**src/rtl/lsu_if.sv**
```systemverilog
// ---------------------------------------------------------------------------
// lsu_if : data-memory request/grant/response bus used by the load/store unit.
//
// Signals
//   req    master->slave  access request, held until gnt
//   we     master->slave  1 = store, 0 = load
//   be     master->slave  byte enables (one per byte lane)
//   addr   master->slave  word-aligned byte address
//   wdata  master->slave  lane-replicated store data
//   gnt    slave->master  request accepted this cycle
//   rvalid slave->master  read response / write acknowledge
//   rdata  slave->master  read data
//
// Modports
//   master : the load/store unit
//   slave  : the data memory (or a bench model of it)
// ---------------------------------------------------------------------------
interface lsu_if #(
    parameter int AW = 32,
    parameter int DW = 32
);
    logic          req;
    logic          we;
    logic [3:0]    be;
    logic [AW-1:0] addr;
    logic [DW-1:0] wdata;
    logic          gnt;
    logic          rvalid;
    logic [DW-1:0] rdata;

    modport master (
        output req, we, be, addr, wdata,
        input  gnt, rvalid, rdata
    );

    modport slave (
        input  req, we, be, addr, wdata,
        output gnt, rvalid, rdata
    );
endinterface

```
**src/rtl/lsu.sv**
```systemverilog
// ---------------------------------------------------------------------------
// lsu : load/store stage between execute and mem/wb.
//
// Accepts one executed instruction at a time. Loads and stores go out on the
// data-memory bus (dmem); everything else passes through with one cycle of
// latency. Store data is lane-replicated, load data is lane-selected and
// sign/zero extended. The stage holds ready_o low while an access is in
// flight.
//
// Ports
//   clk, rstn            clock; synchronous active-low reset
//   ex_valid_i / ready_o execute-stage handshake
//   inst_i, instaddr_i   instruction word and its address
//   mem_addr_i           effective address (rs1+imm)
//   mem_wdata_i          store source (rs2)
//   regs_wen_i, rd_addr_i, rd_data_i   write-back request from execute
//   dmem                 data-memory bus (lsu_if.master)
//   wb_valid_o           one-cycle result strobe per instruction
//   inst_o, instaddr_o, regs_wen_o, rd_addr_o, rd_data_o   write-back result
//   exc_o, exc_addr_o    misaligned-access exception pulse and address
//
// Configuration
//   LSU_MISALIGN_EXC_EN  when defined, misaligned half/word accesses skip the
//                        bus and raise exc_o; otherwise the low address bits
//                        are ignored and exc_o/exc_addr_o are tied to 0.
// ---------------------------------------------------------------------------
module lsu #(
    parameter int DW = 32,
    parameter int AW = 32
) (
    input  logic          clk,
    input  logic          rstn,
    input  logic          ex_valid_i,
    output logic          ready_o,
    input  logic [31:0]   inst_i,
    input  logic [31:0]   instaddr_i,
    input  logic [AW-1:0] mem_addr_i,
    input  logic [DW-1:0] mem_wdata_i,
    input  logic          regs_wen_i,
    input  logic [4:0]    rd_addr_i,
    input  logic [DW-1:0] rd_data_i,
    lsu_if.master         dmem,
    output logic          wb_valid_o,
    output logic [31:0]   inst_o,
    output logic [31:0]   instaddr_o,
    output logic          regs_wen_o,
    output logic [4:0]    rd_addr_o,
    output logic [DW-1:0] rd_data_o,
    output logic          exc_o,
    output logic [AW-1:0] exc_addr_o
);

    localparam logic [6:0] OP_LOAD  = 7'b0000011;
    localparam logic [6:0] OP_STORE = 7'b0100011;

    typedef enum logic [1:0] {IDLE, REQ, WAIT} state_t;
    // funct3[1:0] encodes the access size directly
    typedef enum logic [1:0] {SZ_BYTE = 2'b00, SZ_HALF = 2'b01, SZ_WORD = 2'b10} size_t;

    state_t state, state_d;

    // ---------------- decode of the incoming instruction ----------------
    logic [2:0] funct3;
    logic       is_load, is_store, mem_op, legal, misaligned;
    logic       accept, start_access;

    assign funct3   = inst_i[14:12];
    assign is_load  = (inst_i[6:0] == OP_LOAD);
    assign is_store = (inst_i[6:0] == OP_STORE);
    assign mem_op   = is_load || is_store;
    assign legal    = (is_load  && (funct3 inside {3'b000, 3'b001, 3'b010, 3'b100, 3'b101})) ||
                      (is_store && (funct3 inside {3'b000, 3'b001, 3'b010}));

`ifdef LSU_MISALIGN_EXC_EN
    assign misaligned = legal &&
                        (((funct3[1:0] == 2'b01) && mem_addr_i[0]) ||
                         ((funct3[1:0] == 2'b10) && (mem_addr_i[1:0] != 2'b00)));
`else
    assign misaligned = 1'b0;
`endif

    assign ready_o      = (state == IDLE) && rstn;
    assign accept       = ex_valid_i && ready_o;
    // Illegal funct3 and (when enabled) misaligned accesses never touch the bus.
    assign start_access = accept && legal && !misaligned;

    // ---------------- captured access ----------------
    logic [AW-1:0] addr_q;
    size_t         size_q;
    logic          unsigned_q;
    logic          store_q;
    logic [DW-1:0] wdata_q;
    logic          regs_wen_q;
    logic [4:0]    rd_addr_q;
    logic [31:0]   inst_q;
    logic [31:0]   instaddr_q;

    // ---------------- lane logic from captured access ----------------
    logic [3:0]    be_lane;
    logic [DW-1:0] wdata_lane;
    logic [7:0]    byte_sel;
    logic [15:0]   half_sel;
    logic [DW-1:0] load_data;

    always_comb begin
        // NOTE: every always_comb output gets a default first so no path
        // leaves it unassigned, which would otherwise infer a latch.
        be_lane    = 4'b1111;
        wdata_lane = wdata_q;
        unique case (size_q)
            SZ_BYTE: begin
                be_lane    = 4'b0001 << addr_q[1:0];
                wdata_lane = {4{wdata_q[7:0]}};
            end
            SZ_HALF: begin
                be_lane    = addr_q[1] ? 4'b1100 : 4'b0011;
                wdata_lane = {2{wdata_q[15:0]}};
            end
            default: ;
        endcase
    end

    always_comb begin
        unique case (addr_q[1:0])
            2'd0:    byte_sel = dmem.rdata[7:0];
            2'd1:    byte_sel = dmem.rdata[15:8];
            2'd2:    byte_sel = dmem.rdata[23:16];
            default: byte_sel = dmem.rdata[31:24];
        endcase
        half_sel = addr_q[1] ? dmem.rdata[31:16] : dmem.rdata[15:0];

        load_data = dmem.rdata;
        unique case (size_q)
            SZ_BYTE: load_data = unsigned_q ? {{(DW-8){1'b0}}, byte_sel}
                                            : {{(DW-8){byte_sel[7]}}, byte_sel};
            SZ_HALF: load_data = unsigned_q ? {{(DW-16){1'b0}}, half_sel}
                                            : {{(DW-16){half_sel[15]}}, half_sel};
            default: ;
        endcase
    end

    // ---------------- FSM ----------------
    always_ff @(posedge clk) begin
        if (!rstn) state <= IDLE;
        else       state <= state_d;
    end

    always_comb begin
        state_d    = state;
        dmem.req   = 1'b0;
        dmem.we    = 1'b0;
        dmem.be    = 4'b0000;
        dmem.addr  = '0;
        dmem.wdata = '0;
        unique case (state)
            IDLE: if (start_access) state_d = REQ;
            REQ: begin
                dmem.req   = 1'b1;
                dmem.we    = store_q;
                dmem.be    = be_lane;
                dmem.addr  = {addr_q[AW-1:2], 2'b00};
                dmem.wdata = wdata_lane;
                if (dmem.gnt) state_d = WAIT;
            end
            WAIT: if (dmem.rvalid) state_d = IDLE;
            default: state_d = IDLE;
        endcase
    end

    // ---------------- capture and write-back registers ----------------
    always_ff @(posedge clk) begin
        if (!rstn) begin
            // NOTE: the capture registers are reset along with the outputs;
            // there are only a handful, and it keeps the bus lanes and
            // write-back values deterministic out of reset.
            addr_q     <= '0;
            size_q     <= SZ_BYTE;
            unsigned_q <= 1'b0;
            store_q    <= 1'b0;
            wdata_q    <= '0;
            regs_wen_q <= 1'b0;
            rd_addr_q  <= '0;
            inst_q     <= '0;
            instaddr_q <= '0;
            wb_valid_o <= 1'b0;
            inst_o     <= '0;
            instaddr_o <= '0;
            regs_wen_o <= 1'b0;
            rd_addr_o  <= '0;
            rd_data_o  <= '0;
        end else begin
            // NOTE: state uses non-blocking assignments so every register
            // samples pre-edge values regardless of statement order.
            wb_valid_o <= 1'b0;
            if (start_access) begin
                addr_q     <= mem_addr_i;
                size_q     <= size_t'(funct3[1:0]);
                unsigned_q <= funct3[2];
                store_q    <= is_store;
                wdata_q    <= mem_wdata_i;
                regs_wen_q <= regs_wen_i;
                rd_addr_q  <= rd_addr_i;
                inst_q     <= inst_i;
                instaddr_q <= instaddr_i;
            end else if (accept) begin
                // Pass-through, illegal memory op, or trapped misaligned op:
                // result appears next cycle, memory ops never write a register.
                wb_valid_o <= 1'b1;
                inst_o     <= inst_i;
                instaddr_o <= instaddr_i;
                regs_wen_o <= regs_wen_i && !mem_op;
                rd_addr_o  <= rd_addr_i;
                rd_data_o  <= rd_data_i;
            end else if ((state == WAIT) && dmem.rvalid) begin
                wb_valid_o <= 1'b1;
                inst_o     <= inst_q;
                instaddr_o <= instaddr_q;
                regs_wen_o <= regs_wen_q && !store_q;
                rd_addr_o  <= rd_addr_q;
                rd_data_o  <= store_q ? '0 : load_data;
            end
        end
    end

`ifdef LSU_MISALIGN_EXC_EN
    always_ff @(posedge clk) begin
        if (!rstn) begin
            exc_o      <= 1'b0;
            exc_addr_o <= '0;
        end else begin
            exc_o <= accept && misaligned;
            if (accept && misaligned) exc_addr_o <= mem_addr_i;
        end
    end
`else
    assign exc_o      = 1'b0;
    assign exc_addr_o = '0;
`endif

endmodule

```
**src/flat_wrapper.sv**
```systemverilog
// flat-port wrapper written by rule: the top's interface ports become plain ports
module lsu_flat 
#(
    parameter int DW = 32,
    parameter int AW = 32
)
  (clk, rstn, ex_valid_i, ready_o, inst_i, instaddr_i, mem_addr_i, mem_wdata_i, regs_wen_i, rd_addr_i, rd_data_i, wb_valid_o, inst_o, instaddr_o, regs_wen_o, rd_addr_o, rd_data_o, exc_o, exc_addr_o, dmem_req, dmem_we, dmem_be, dmem_addr, dmem_wdata, dmem_gnt, dmem_rvalid, dmem_rdata);
  lsu_if #(.AW(AW), .DW(DW)) dmem_i ();
  input  logic clk;
  input  logic rstn;
  input  logic ex_valid_i;
  output logic ready_o;
  input  logic [31:0] inst_i;
  input  logic [31:0] instaddr_i;
  input  logic [AW-1:0] mem_addr_i;
  input  logic [DW-1:0] mem_wdata_i;
  input  logic regs_wen_i;
  input  logic [4:0] rd_addr_i;
  input  logic [DW-1:0] rd_data_i;
  output logic wb_valid_o;
  output logic [31:0] inst_o;
  output logic [31:0] instaddr_o;
  output logic regs_wen_o;
  output logic [4:0] rd_addr_o;
  output logic [DW-1:0] rd_data_o;
  output logic exc_o;
  output logic [AW-1:0] exc_addr_o;
  output wire logic [$bits(dmem_i.req)-1:0] dmem_req;
  output wire logic [$bits(dmem_i.we)-1:0] dmem_we;
  output wire logic [$bits(dmem_i.be)-1:0] dmem_be;
  output wire logic [$bits(dmem_i.addr)-1:0] dmem_addr;
  output wire logic [$bits(dmem_i.wdata)-1:0] dmem_wdata;
  input wire logic [$bits(dmem_i.gnt)-1:0] dmem_gnt;
  input wire logic [$bits(dmem_i.rvalid)-1:0] dmem_rvalid;
  input wire logic [$bits(dmem_i.rdata)-1:0] dmem_rdata;
  assign dmem_req = dmem_i.req;
  assign dmem_we = dmem_i.we;
  assign dmem_be = dmem_i.be;
  assign dmem_addr = dmem_i.addr;
  assign dmem_wdata = dmem_i.wdata;
  assign dmem_i.gnt = dmem_gnt;
  assign dmem_i.rvalid = dmem_rvalid;
  assign dmem_i.rdata = dmem_rdata;
  lsu #(.DW(DW), .AW(AW)) u_core (.clk(clk), .rstn(rstn), .ex_valid_i(ex_valid_i), .ready_o(ready_o), .inst_i(inst_i), .instaddr_i(instaddr_i), .mem_addr_i(mem_addr_i), .mem_wdata_i(mem_wdata_i), .regs_wen_i(regs_wen_i), .rd_addr_i(rd_addr_i), .rd_data_i(rd_data_i), .dmem(dmem_i), .wb_valid_o(wb_valid_o), .inst_o(inst_o), .instaddr_o(instaddr_o), .regs_wen_o(regs_wen_o), .rd_addr_o(rd_addr_o), .rd_data_o(rd_data_o), .exc_o(exc_o), .exc_addr_o(exc_addr_o));
endmodule
```
**config.mk**
```make
export PLATFORM = sky130hd
export DESIGN_NAME = lsu_flat
export DESIGN_NICKNAME = d
export VERILOG_FILES = /design/src/rtl/lsu_if.sv /design/src/rtl/lsu.sv /design/src/flat_wrapper.sv
export SDC_FILE = /design/constraint.sdc
export NUM_CORES = 1
export LEC_CHECK = 0
export ABC_AREA = 1
export ABC_CLOCK_PERIOD_IN_PS = 1630
export BUFFER_PORTS_ARGS = -buffer_cell sky130_fd_sc_hd__buf_2
export CORE_MARGIN = 2
export CORE_UTILIZATION = 47
export CTS_BUF_LIST = sky130_fd_sc_hd__clkbuf_8
export CTS_CLUSTER_SIZE = 30
export DETAILED_ROUTE_END_ITERATION = 7
export GPL_TIMING_DRIVEN = 0
export PLACE_DENSITY = 0.79
export SLEW_MARGIN = 10
export SYNTH_ARGS = -nofsm -noshare
export SYNTH_HDL_FRONTEND = slang
export SYNTH_SLANG_ARGS = --single-unit
```
**constraint.sdc**
```tcl
create_clock -name clk -period 1.63 [get_ports clk]
set_input_delay 0 -clock clk [delete_from_list [all_inputs] [get_ports clk]]
set_output_delay 0 -clock clk [all_outputs]
set_load 0.02 [all_outputs]
```
---- Word-level counts from Yosys, hierarchy flattened ----
Cells that the tools add are included.
operators by class
  bitwise operators ....................... 2
  $mul .................................... 0
  magnitude comparators ................... 0
  $add $sub $neg .......................... 0
  div/mod/pow operators ................... 0
  muxes and demuxes ....................... 30
  equal/unequal tests ..................... 14
  reduce and logical (&&, ||, !) cells .... 22
  shift-type cells ........................ 1
operators with widths
  cell                 number
  $mux 32              11
  $pmux 32 s2          2
  $pmux 8 s3           1
  $mux 16              1
  $mux 5               2
  $logic_and 1x1->1    8
  $mux 4               2
  $pmux 4 s2           1
  $eq 7x2->1 const B   1
  $eq 7x6->1 const B   1
  $eq 2x1->1 const B   3
  $eq 3x3->1 const B   2
  $logic_not 2->1      3
  $mux 1               6
  $mux 2               3
  $pmux 2 s3           1
  $reduce_bool 5->1    1
  $eq 2x2->1 const B   2
  $ne 2x2->1 const B   2
  $shl 1x2->4 const A  1
  $eq 3x1->1 const B   1
  $eq 3x2->1 const B   1
  $logic_not 3->1      1
  $reduce_and 3->1     1
  other kinds (8)      11
word-level totals
  output and inout bits ................... 207
  ROM bits ................................ 0
  latch bits .............................. 0
  register bits after elaboration ......... 243
  bits of input ports ..................... 203
  RAM bits ................................ 0
  memories kept ........................... 0
  logic and storage cells ................. 85

---- Logic depth before layout (Yosys ltp) ----
Gate-level depths: netlist (run 1).
  word-level depth ........................ 7
  gate-level depth with buffers ........... 10
  depth with buffers taken out ............ 9

---- Worst setup path after synthesis (run 1) ----
OpenSTA, ideal clock, no wires.
  path type ............................... register to output
  start ................................... reg, netlist name u_core.inst_q[13]
  end ..................................... out dmem_wdata[30]
  arrival ................................. 1610 ps
  slack ................................... 20 ps
  required time ........................... 1630 ps
  path buffers ............................ 2
  cell stages (with the launch flop) ...... 7
  path through ............................ dfxtp_1 clkbuf_1 nor2_2 inv_2 clkbuf_1 o21ai_0 a221oi_1
RTL lines
  item       line                source
  to (decl)  flat_wrapper.sv:32  output wire logic [$bits(dmem_i.wdata)-1:0] dmem_wdata;

---- Worst setup path in the final report (run 1) ----
  start ................................... reg u_core.state[0]
  end ..................................... out dmem_wdata[22]
on the way
  word-level cells in the longest chain between the ends .. 2
ends and longest elaborated chain
  item                    line        source
  from (decl)             lsu.sv:60   state_t state, state_d;
  from (signal assigned)  lsu.sv:145  else state <= state_d;
  $eq 2x1->1              lsu.sv:155  unique case (state)
  $mux 32                 lsu.sv:155
No other way between the ends.

==> results of run 1 <==
[worst max-delay path by stage]
stage,depth (start not counted),endpoint,slack [ps]
2_1_floorplan,6,dmem_wdata[30],20
3_3_place_gp,7,u_core.inst_o[14],-390
3_5_place_dp,7,u_core.inst_o[14],-410
4_1_cts,7,dmem_wdata[30],-140
5_1_grt,8,dmem_wdata[2],-240
6_report,7,dmem_wdata[22],-190
[metrics by stage]
step | area (sq um) | cells | total power (W) | setup slack [ps]
final | 19000 | 2805 | 0.0137 | -191
after global routing | 19000 | 2805 | 0.0141 | -244
after CTS | 18400 | 2790 | 0.0135 | -144
after detailed placement | 14200 | 2491 | 0.00762 | -412
after global placement | 14200 | 2491 | 0.00761 | -392
after floorplan | 12000 | 1787 | 0.00700 | 20.1
[power by group]
part           leakage (nW)  switching, W  internal (W)
clock network         0.479       0.00263       0.00298
logic                  6.28       0.00116      0.000898
registers              1.95     0.0000575       0.00596
[worst max-delay path, cell delays in order, from the launching register on]
cell	delay (ps)
dfxtp_2	340
inv_2	50
nor2_4	140
buf_8	150
buf_6	130
o21ai_0	110
a21oi_1	190
buf_4	180
[repair_timing]
| action | in CTS | in global routing |
|---|---|---|
| setup endpoints to repair | 308 | 307 |
| resized for setup | 369 | 188 |
| setup buffers | 24 | 8 |
| hold endpoints to repair | 233 | 0 |
| cloned | 4 | 0 |
| hold buffers | 199 | 0 |
| pin swaps | 17 | 9 |
[cells by family (layout without fill, tap and decap cells)]
group / after synthesis / after routing
flops: 240 / 240
simple gates: 885 / 885
buf+inv: 318 / 999
other cells: 1 / 42
compound gates: 309 / 309
[metal layers]
metal / vias up / routed length (um) / GRT usage
li1: 6868 / - / -
met1: 6884 / 19000 / 0.416
met2: 944 / 24700 / 0.615
met3: 289 / 4630 / 0.0820
met4: 0 / 3660 / 0.230
met5: - / 0 / 0
[layout make-up]
class	instances	area share
diodes	7	0.000922
plain buffers	161	0.0650
clock buffers	54	0.0391
clock inverters	20	0.00507
inverters	155	0.0325
multi-input cells	1229	0.342
flip-flops and latches	240	0.254
well taps	330	0.0217
repair buffers	608	0.240
repair inverters	1	0.000593
[layout by cell type, fill, tap and decap left out, types with 9 or more instances in the layout]
| cell | count |
|---|---|
| buf_4 | 94 |
| o21ai_0 | 48 |
| nand3_1 | 113 |
| clkbuf_4 | 13 |
| dlygate4sd3_1 | 199 |
| inv_1 | 155 |
| conb_1 | 35 |
| nor2_1 | 248 |
| nor2_4 | 46 |
| a211oi_2 | 66 |
| buf_8 | 9 |
| o21ai_1 | 27 |
| clkbuf_1 | 27 |
| nand2_1 | 424 |
| nor2_2 | 43 |
| a21oi_1 | 128 |
| o21ai_2 | 15 |
| buf_2 | 320 |
| clkbuf_2 | 15 |
| dfxtp_1 | 235 |
| buf_6 | 80 |
| clkbuf_8 | 55 |
[flip-flops by register name (all words and copies together), names as in the netlist, 5 cells and up]
name / count
u_core.wdata_q: 32
u_core.rd_addr_o: 5
u_core.rd_addr_q: 5
u_core.inst_o: 32
u_core.addr_q: 32
u_core.inst_q: 32
u_core.instaddr_o: 32
u_core.instaddr_q: 32
u_core.rd_data_o: 32
[synth_stat cells]
cell | n | share of area
a211oi_1 | 3 | 0.0019
a211oi_2 | 64 | 0.068
a21oi_1 | 137 | 0.058
a221oi_1 | 7 | 0.0052
a31oi_1 | 1 | 0.00053
buf_1 | 14 | 0.0044
buf_2 | 46 | 0.019
buf_4 | 38 | 0.024
buf_6 | 9 | 0.0086
clkbuf_1 | 56 | 0.018
clkinv_1 | 1 | 0.00032
conb_1 | 1 | 0.00032
dfxtp_1 | 240 | 0.41
inv_1 | 148 | 0.047
inv_2 | 6 | 0.0019
nand2_1 | 429 | 0.14
nand3_1 | 114 | 0.048
nand3_2 | 3 | 0.0025
nand3b_1 | 1 | 0.00063
nor2_1 | 335 | 0.11
nor2_2 | 2 | 0.0011
nor3_1 | 1 | 0.00042
o21ai_0 | 93 | 0.039
o21ai_1 | 1 | 0.00042
o22ai_1 | 2 | 0.0011
o31ai_1 | 1 | 0.00063
==> flow_summary.json, run 1 <==
{
  "outcome": "finished with violations",
  "failed_checks": "setup timing",
  "yosysWarnings": 0,
  "clock.fmax_mhz": 549,
  "grt_setup_unrepaired": "true",
  "nFillCells": 1697,
  "clkTransAtPathRegs_ps": 60,
  "hp-start": "dmem_rdata[1]",
  "pin_count": 410,
  "clockRootBuffer": "clkbuf_8",
  "grt_pass1_vias": 14639,
  "first_pass_iters": 6,
  "port-buffer-count": 374,
  "num_rows": 58,
  "skew_ps": 17.0,
  "final_nets": 2641,
  "synth.avg_cell_area_sq_um": 6.75,
  "synth-xor-area-share": 0,
  "hold_violations": 0,
  "rr_startpoint": "u_core.state[1]",
  "core_sq_um": 25000,
  "clk_latency_ps": 560,
  "worst_pin_slew_ps": 815,
  "setup_ws_ps": -191,
  "ant_nets": 0,
  "setup.worst_path.class": "flop to output pin",
  "cts_tree": "built",
  "tns_ps": -20840,
  "critical_path_required_ps": 1630,
  "synth_compound_area_frac": 0.175,
  "ys_seq_area_frac": 0.406,
  "netlist_instances": 1753,
  "crit_start": "u_core.state[0]",
  "max-slew-margin-rel": 0.457,
  "seq_area_sq_um": 4820,
  "drv_cap": 0,
  "htreeDepth": 2,
  "power.leakage_nw": 8.70,
  "viasPerCell": 5.34,
  "routedWlPerCell_um": 18.6,
  "vias": 14985,
  "final_util": 0.761,
  "antenna_found_initial": 7,
  "startpoint_type": "flop",
  "layout-drive-gt1-share": 0.333,
  "yosysUniqueCellTypes": 26,
  "reg2reg_to": "u_core.addr_q[3]",
  "finalWeightedCongestion": 0.928,
  "grt.overflow.total": 0,
  "dpl.hpwl_mm": 31.1,
  "whs_ps": 61.0,
  "setup_viol": 230,
  "arrival_ps": 1820,
  "routed_wl_mm": 52.0,
  "numCtsBuffers": 42,
  "die_h_um": 163,
  "yosys.area_share.adder": 0,
  "grt_pass1_wl_mm": 76.0,
  "peakVddDrop_uv": 648,
  "syn2layout_area_growth_pct": 60.6,
  "finalCriticalPeriod_ps": 1820,
  "crit_fanout": 5,
  "period_share": 1.12,
  "drt-initial-drc-count": 1320,
  "synthSimpleGateAreaFrac": 0.295,
  "synthMuxAreaShare": 0,
  "multi_input_area_sq_um": 6490,
  "die_width_um": 163,
  "holdPathEnd": "u_core.rd_data_o[1]",
  "ys_ff_latch": 240,
  "r2r_cells": 9,
  "clock_sinks": 240,
  "power.density_nw_per_um2": 720,
  "grt_max_degree": 12,
  "maxSlewViolCount": 0,
  "worst-r2r-setup-slack_ps": -170,
  "synthesis.area_sq_um": 11800,
  "clockBufferDepth": 3,
  "setup.worst_path.end_class": "output pin",
  "initial_core_util": 0.474,
  "drc": 0,
  "synth_top_family_by_area": "simple AND/OR/NAND/NOR gates",
  "worstHoldPathCells": 7,
  "die_area_sq_um": 26500,
  "hold_class": "primary input to flop",
  "track_usage": 0.364
}
No activity file was read; power rests on OpenSTA's default activity.
==> run 2: changes to the inputs <==
- CORE_ASPECT_RATIO: default -> 1.75
- CORE_MARGIN: 2 -> default
- CORE_UTILIZATION: 47 -> 40
- PLACE_DENSITY: 0.79 -> 0.69
==> flow_summary.json, run 2 (same netlist as run 1, synthesis figures left out) <==
{
  "clockRootBuffer": "clkbuf_8",
  "core_sq_um": 29200,
  "clk_latency_ps": 560,
  "antenna_found_initial": 6,
  "clock_sinks": 240,
  "clock.fmax_mhz": 558,
  "startpoint_type": "flop",
  "cp_slowest_cell": "dfxtp_2",
  "viasPerCell": 5.16,
  "grt.overflow.total": 0,
  "peakVddDrop_uv": 581,
  "grt_pass1_wl_mm": 74.8,
  "grt_max_degree": 13,
  "skew_ps": 30.7,
  "drt-initial-drc-count": 797,
  "first_pass_iters": 5,
  "syn2layout_area_growth_pct": 77.3,
  "max-slew-margin-rel": 0.419,
  "final_common_cell": "nand2_1",
  "rr_startpoint": "u_core.state[1]",
  "initial_core_util": 0.405,
  "final_util": 0.719,
  "setup.worst_path.end_class": "output pin",
  "drc": 0,
  "worst_pin_slew_ps": 871,
  "crit_top_cell": "buf_12",
  "layout-drive-gt1-share": 0.399,
  "cp_top_family": "buffers and inverters",
  "failed_checks": "setup timing",
  "clockBufferDepth": 3,
  "hold_violations": 0,
  "routedWlPerCell_um": 18.9,
  "tns_ps": -9810,
  "crit_chain": "inv_2 -> nor2_4 -> buf_12 -> buf_12 -> o21ai_4 -> a221oi_2 -> buf_4",
  "stdcell_area_sq_um": 21000,
  "power.leakage_nw": 9.26,
  "die_area_sq_um": 30300,
  "clkTransAtPathRegs_ps": 70,
  "period_share": 1.10,
  "slowest_delay_ps": 350,
  "final_nets": 2662,
  "final_cell_mix": "nand2_1, buf_2, nor2_1",
  "port-buffer-count": 374,
  "vias": 14824,
  "crit_fanout": 6,
  "outcome": "finished with violations",
  "die_width_um": 132,
  "pin_count": 410,
  "finalCriticalPeriod_ps": 1790,
  "setup_ws_ps": -162,
  "nFillCells": 2183,
  "grt_pass1_vias": 14089,
  "finalWeightedCongestion": 0.977,
  "num_rows": 83,
  "htreeDepth": 2,
  "critical_path_required_ps": 1630,
  "die_h_um": 230,
  "place_area_sq_um": 14300,
  "maxSlewViolCount": 0,
  "track_usage": 0.317,
  "arrival_ps": 1790,
  "routed_wl_mm": 54.3,
  "ant_nets": 0,
  "setup.worst_path.class": "flop to output pin",
  "pre_cts_ws_ps": -499,
  "drv_cap": 0,
  "power.density_nw_per_um2": 635,
  "dpl.hpwl_mm": 34.4,
  "grt_setup_unrepaired": "true",
  "numCtsBuffers": 37,
  "cts_tree": "built",
  "setup_viol": 187,
  "hold_class": "primary input to flop",
  "crit_start": "u_core.state[0]",
  "path_buf_inv": 4,
  "hp-start": "ex_valid_i"
}
==> run 2: changes by cell type in the layout (fill, tap and decap cells not counted), moves of 13 or more <==
cell,change
buf_8,+15
a21oi_1,-63
nand3_4,+23
buf_6,-31
clkbuf_16,+27
nand3_2,+41
nand2_1,-13
nor2_2,-16
nor2_4,+23
nand3_1,-64
a21oi_2,+63
buf_12,+24
==> run 2: cell type report <==
| type | instances | area, sq um | share of cell area |
|---|---|---|---|
| buffer | 160 | 1600 | 0.0765 |
| timing repair buffer | 636 | 5230 | 0.249 |
| antenna | 6 | 15.0 | 0.000716 |
| multi-input combinational | 1229 | 7520 | 0.358 |
| tap | 382 | 478 | 0.0228 |
| sequential | 240 | 4820 | 0.230 |
| inverter | 155 | 619 | 0.0295 |
| clock buffer | 44 | 606 | 0.0289 |
| clock inverter | 22 | 92.6 | 0.00441 |
==> run 2: repair_timing <==
| item | 4_1_cts | 5_1_grt |
|---|---|---|
| hold buffers | 200 | 0 |
| pin swaps | 12 | 103 |
| hold endpoints to repair | 233 | 0 |
| setup buffers | 24 | 8 |
| endpoints found under the setup margin | 308 | 288 |
| resized for setup | 477 | 389 |
| gates cloned | 2 | 28 |
==> run 2: final timing paths <==
| check | end | slack (ps) | depth (start not counted) |
|---|---|---|---|
| worst min register to register | u_core.inst_q[4] | 460 | 2 |
| worst max register to register | u_core.rd_addr_o[3] | -100 | 9 |
| worst min-delay path | u_core.rd_data_o[8] | 140 | 6 |
| worst max-delay path | dmem_wdata[28] | -160 | 7 |
==> run 2: worst min-delay path: cells and delay by family <==
kind,cells,cell delay [ps]
compound gates,2,130
buf+inv,1,110
simple gates,3,430
==> run 2: power by group <==
group	switching (W)	internal, W
combinational	0.00130	0.00104
clock	0.00251	0.00245
sequential	0.0000571	0.00596
==> run 2: metal layers <==
layer | share of wire | routed length [um] | vias to the layer above | global-route usage
li1 | - | - | 6919 | -
met1 | 0.34 | 18700 | 6867 | 0.318
met2 | 0.51 | 27900 | 777 | 0.591
met3 | 0.060 | 3280 | 261 | 0.0514
met4 | 0.081 | 4410 | 0 | 0.218
met5 | 0 | 0 | - | 0
==> run 2: metrics by stage <==
stage          instances  power [W]  hold slack [ps]
3_5_place_dp        2543    0.00764              214
3_3_place_gp        2543    0.00763              212
6_report            2874     0.0133              137
4_1_cts             2833     0.0130             62.2
2_1_floorplan       1787    0.00700              103
5_1_grt             2874     0.0138              166
==> run 3: changes to the inputs <==
- RECOVER_POWER: default -> 50
==> flow_summary.json, run 3 (same netlist as run 1, synthesis figures left out) <==
{
  "placed_cells": 2543,
  "ant_nets": 0,
  "port-buffer-count": 374,
  "worst_pin_slew_ps": 872,
  "clockRootBuffer": "clkbuf_8",
  "slowest_delay_ps": 350,
  "numCtsBuffers": 37,
  "p_total_w": 0.0133,
  "routed_wl_mm": 54.2,
  "setup.worst_path.end_class": "output pin",
  "drv_cap": 0,
  "cp_top_family": "buffers and inverters",
  "vias": 14798,
  "first_pass_iters": 5,
  "grt_pass1_vias": 14089,
  "skew_ps": 30.8,
  "grt_setup_unrepaired": "true",
  "finalCriticalPeriod_ps": 1790,
  "die_h_um": 230,
  "path_buf_inv": 4,
  "instances_no_fill": 2874,
  "final_common_cell": "nand2_1",
  "viasPerCell": 5.15,
  "setup_viol": 184,
  "pin_count": 410,
  "grt.overflow.total": 0,
  "hold_class": "primary input to flop",
  "period_share": 1.10,
  "power.density_nw_per_um2": 638,
  "antenna_found_initial": 6,
  "syn2layout_area_growth_pct": 76.6,
  "die_area_sq_um": 30300,
  "num_rows": 83,
  "arrival_ps": 1790,
  "core_sq_um": 29200,
  "power.leakage_nw": 8.94,
  "grt_max_degree": 13,
  "setup.worst_path.class": "flop to output pin",
  "peakVddDrop_uv": 585,
  "clkTransAtPathRegs_ps": 70,
  "crit_chain": "inv_2 -> nor2_4 -> buf_12 -> buf_12 -> o21ai_4 -> a221oi_2 -> buf_4",
  "cp_slowest_cell": "dfxtp_2",
  "grt_pass1_wl_mm": 74.8,
  "finalWeightedCongestion": 0.977,
  "drt-initial-drc-count": 825,
  "cts_tree": "built",
  "routedWlPerCell_um": 18.9,
  "htreeDepth": 2,
  "crit_top_cell": "buf_12",
  "initial_core_util": 0.405,
  "drc": 0,
  "pre_cts_ws_ps": -499,
  "max-slew-margin-rel": 0.419,
  "failed_checks": "setup timing",
  "clock.fmax_mhz": 558,
  "hold_violations": 0,
  "startpoint_type": "flop",
  "track_usage": 0.317,
  "setup_ws_ps": -163,
  "final_nets": 2662,
  "dpl.hpwl_mm": 34.4,
  "clock_sinks": 240,
  "final_cell_mix": "nand2_1, nor2_1, buf_2",
  "maxSlewViolCount": 0,
  "clk_latency_ps": 560,
  "clockBufferDepth": 3,
  "layout-drive-gt1-share": 0.369,
  "die_width_um": 132,
  "outcome": "finished with violations",
  "crit_fanout": 6,
  "tns_ps": -9780,
  "critical_path_required_ps": 1630
}
run 3: cell count changes in the layout (fill, tap and decap cells not counted), sizes merged:
cell    previous run  this run
buf              523       449
clkbuf           117       191
run 3: cell type report:
type                            count  area, sq um
Fill cell                        2227         8300
Multi-Input combinational cell   1229         7520
Timing Repair Buffer              636         5130
Sequential cell                   240         4820
Buffer                            160         1600
Inverter                          155          619
Clock buffer                       44          606
Tap cell                          382          478
Clock inverter                     22         92.6
Antenna cell                        6         15.0
run 3: worst min-delay path: cells and delay by family:
kind	cells	cell delay, ps
buffers and inverters	1	110
AND/OR/NAND/NOR	3	420
AO/OA/AOI/OAI	2	130
run 3: path summary, 6_finish.rpt:
path	to	startpoint	slack [ps]	depth (start not counted)
max reg2reg	u_core.rd_addr_o[3]	u_core.state[1]	-90	9
max	dmem_wdata[28]	u_core.state[0]	-160	7
min reg2reg	u_core.inst_q[4]	u_core.inst_q[4]	460	2
min	u_core.rd_data_o[8]	ex_valid_i	130	6
run 3: stage by stage:
step | hold WS (ps) | area (sq um) | utilization
2_1_floorplan | 103 | 12000 | -
6_report | 134 | 20900 | 0.716
5_1_grt | 166 | 20900 | 0.716
3_5_place_dp | 214 | 14300 | 0.490
3_3_place_gp | 212 | 14300 | 0.490
4_1_cts | 62.2 | 18700 | 0.641
run 3: metal layers:
| layer | wire length, um | share of wire | GRT usage |
|---|---|---|---|
| met5 | 0 | 0 | 0 |
| met4 | 4420 | 0.081 | 0.218 |
| met3 | 3150 | 0.058 | 0.0514 |
| met2 | 27900 | 0.52 | 0.591 |
| met1 | 18700 | 0.35 | 0.318 |
run 3: where the power goes:
group	internal (W)	switching, W
clock	0.00245	0.00253
combinational	0.00102	0.00130
sequential	0.00596	0.0000591
total	0.00943	0.00389
run 3: what timing repair did:
action,4_1_cts,5_1_grt
gates resized for setup,477,389
hold buffers,200,0
setup buffers,24,8
endpoints found under the setup margin,308,288
gates cloned,2,28
pin swaps,12,103
endpoints found under the hold margin,233,0
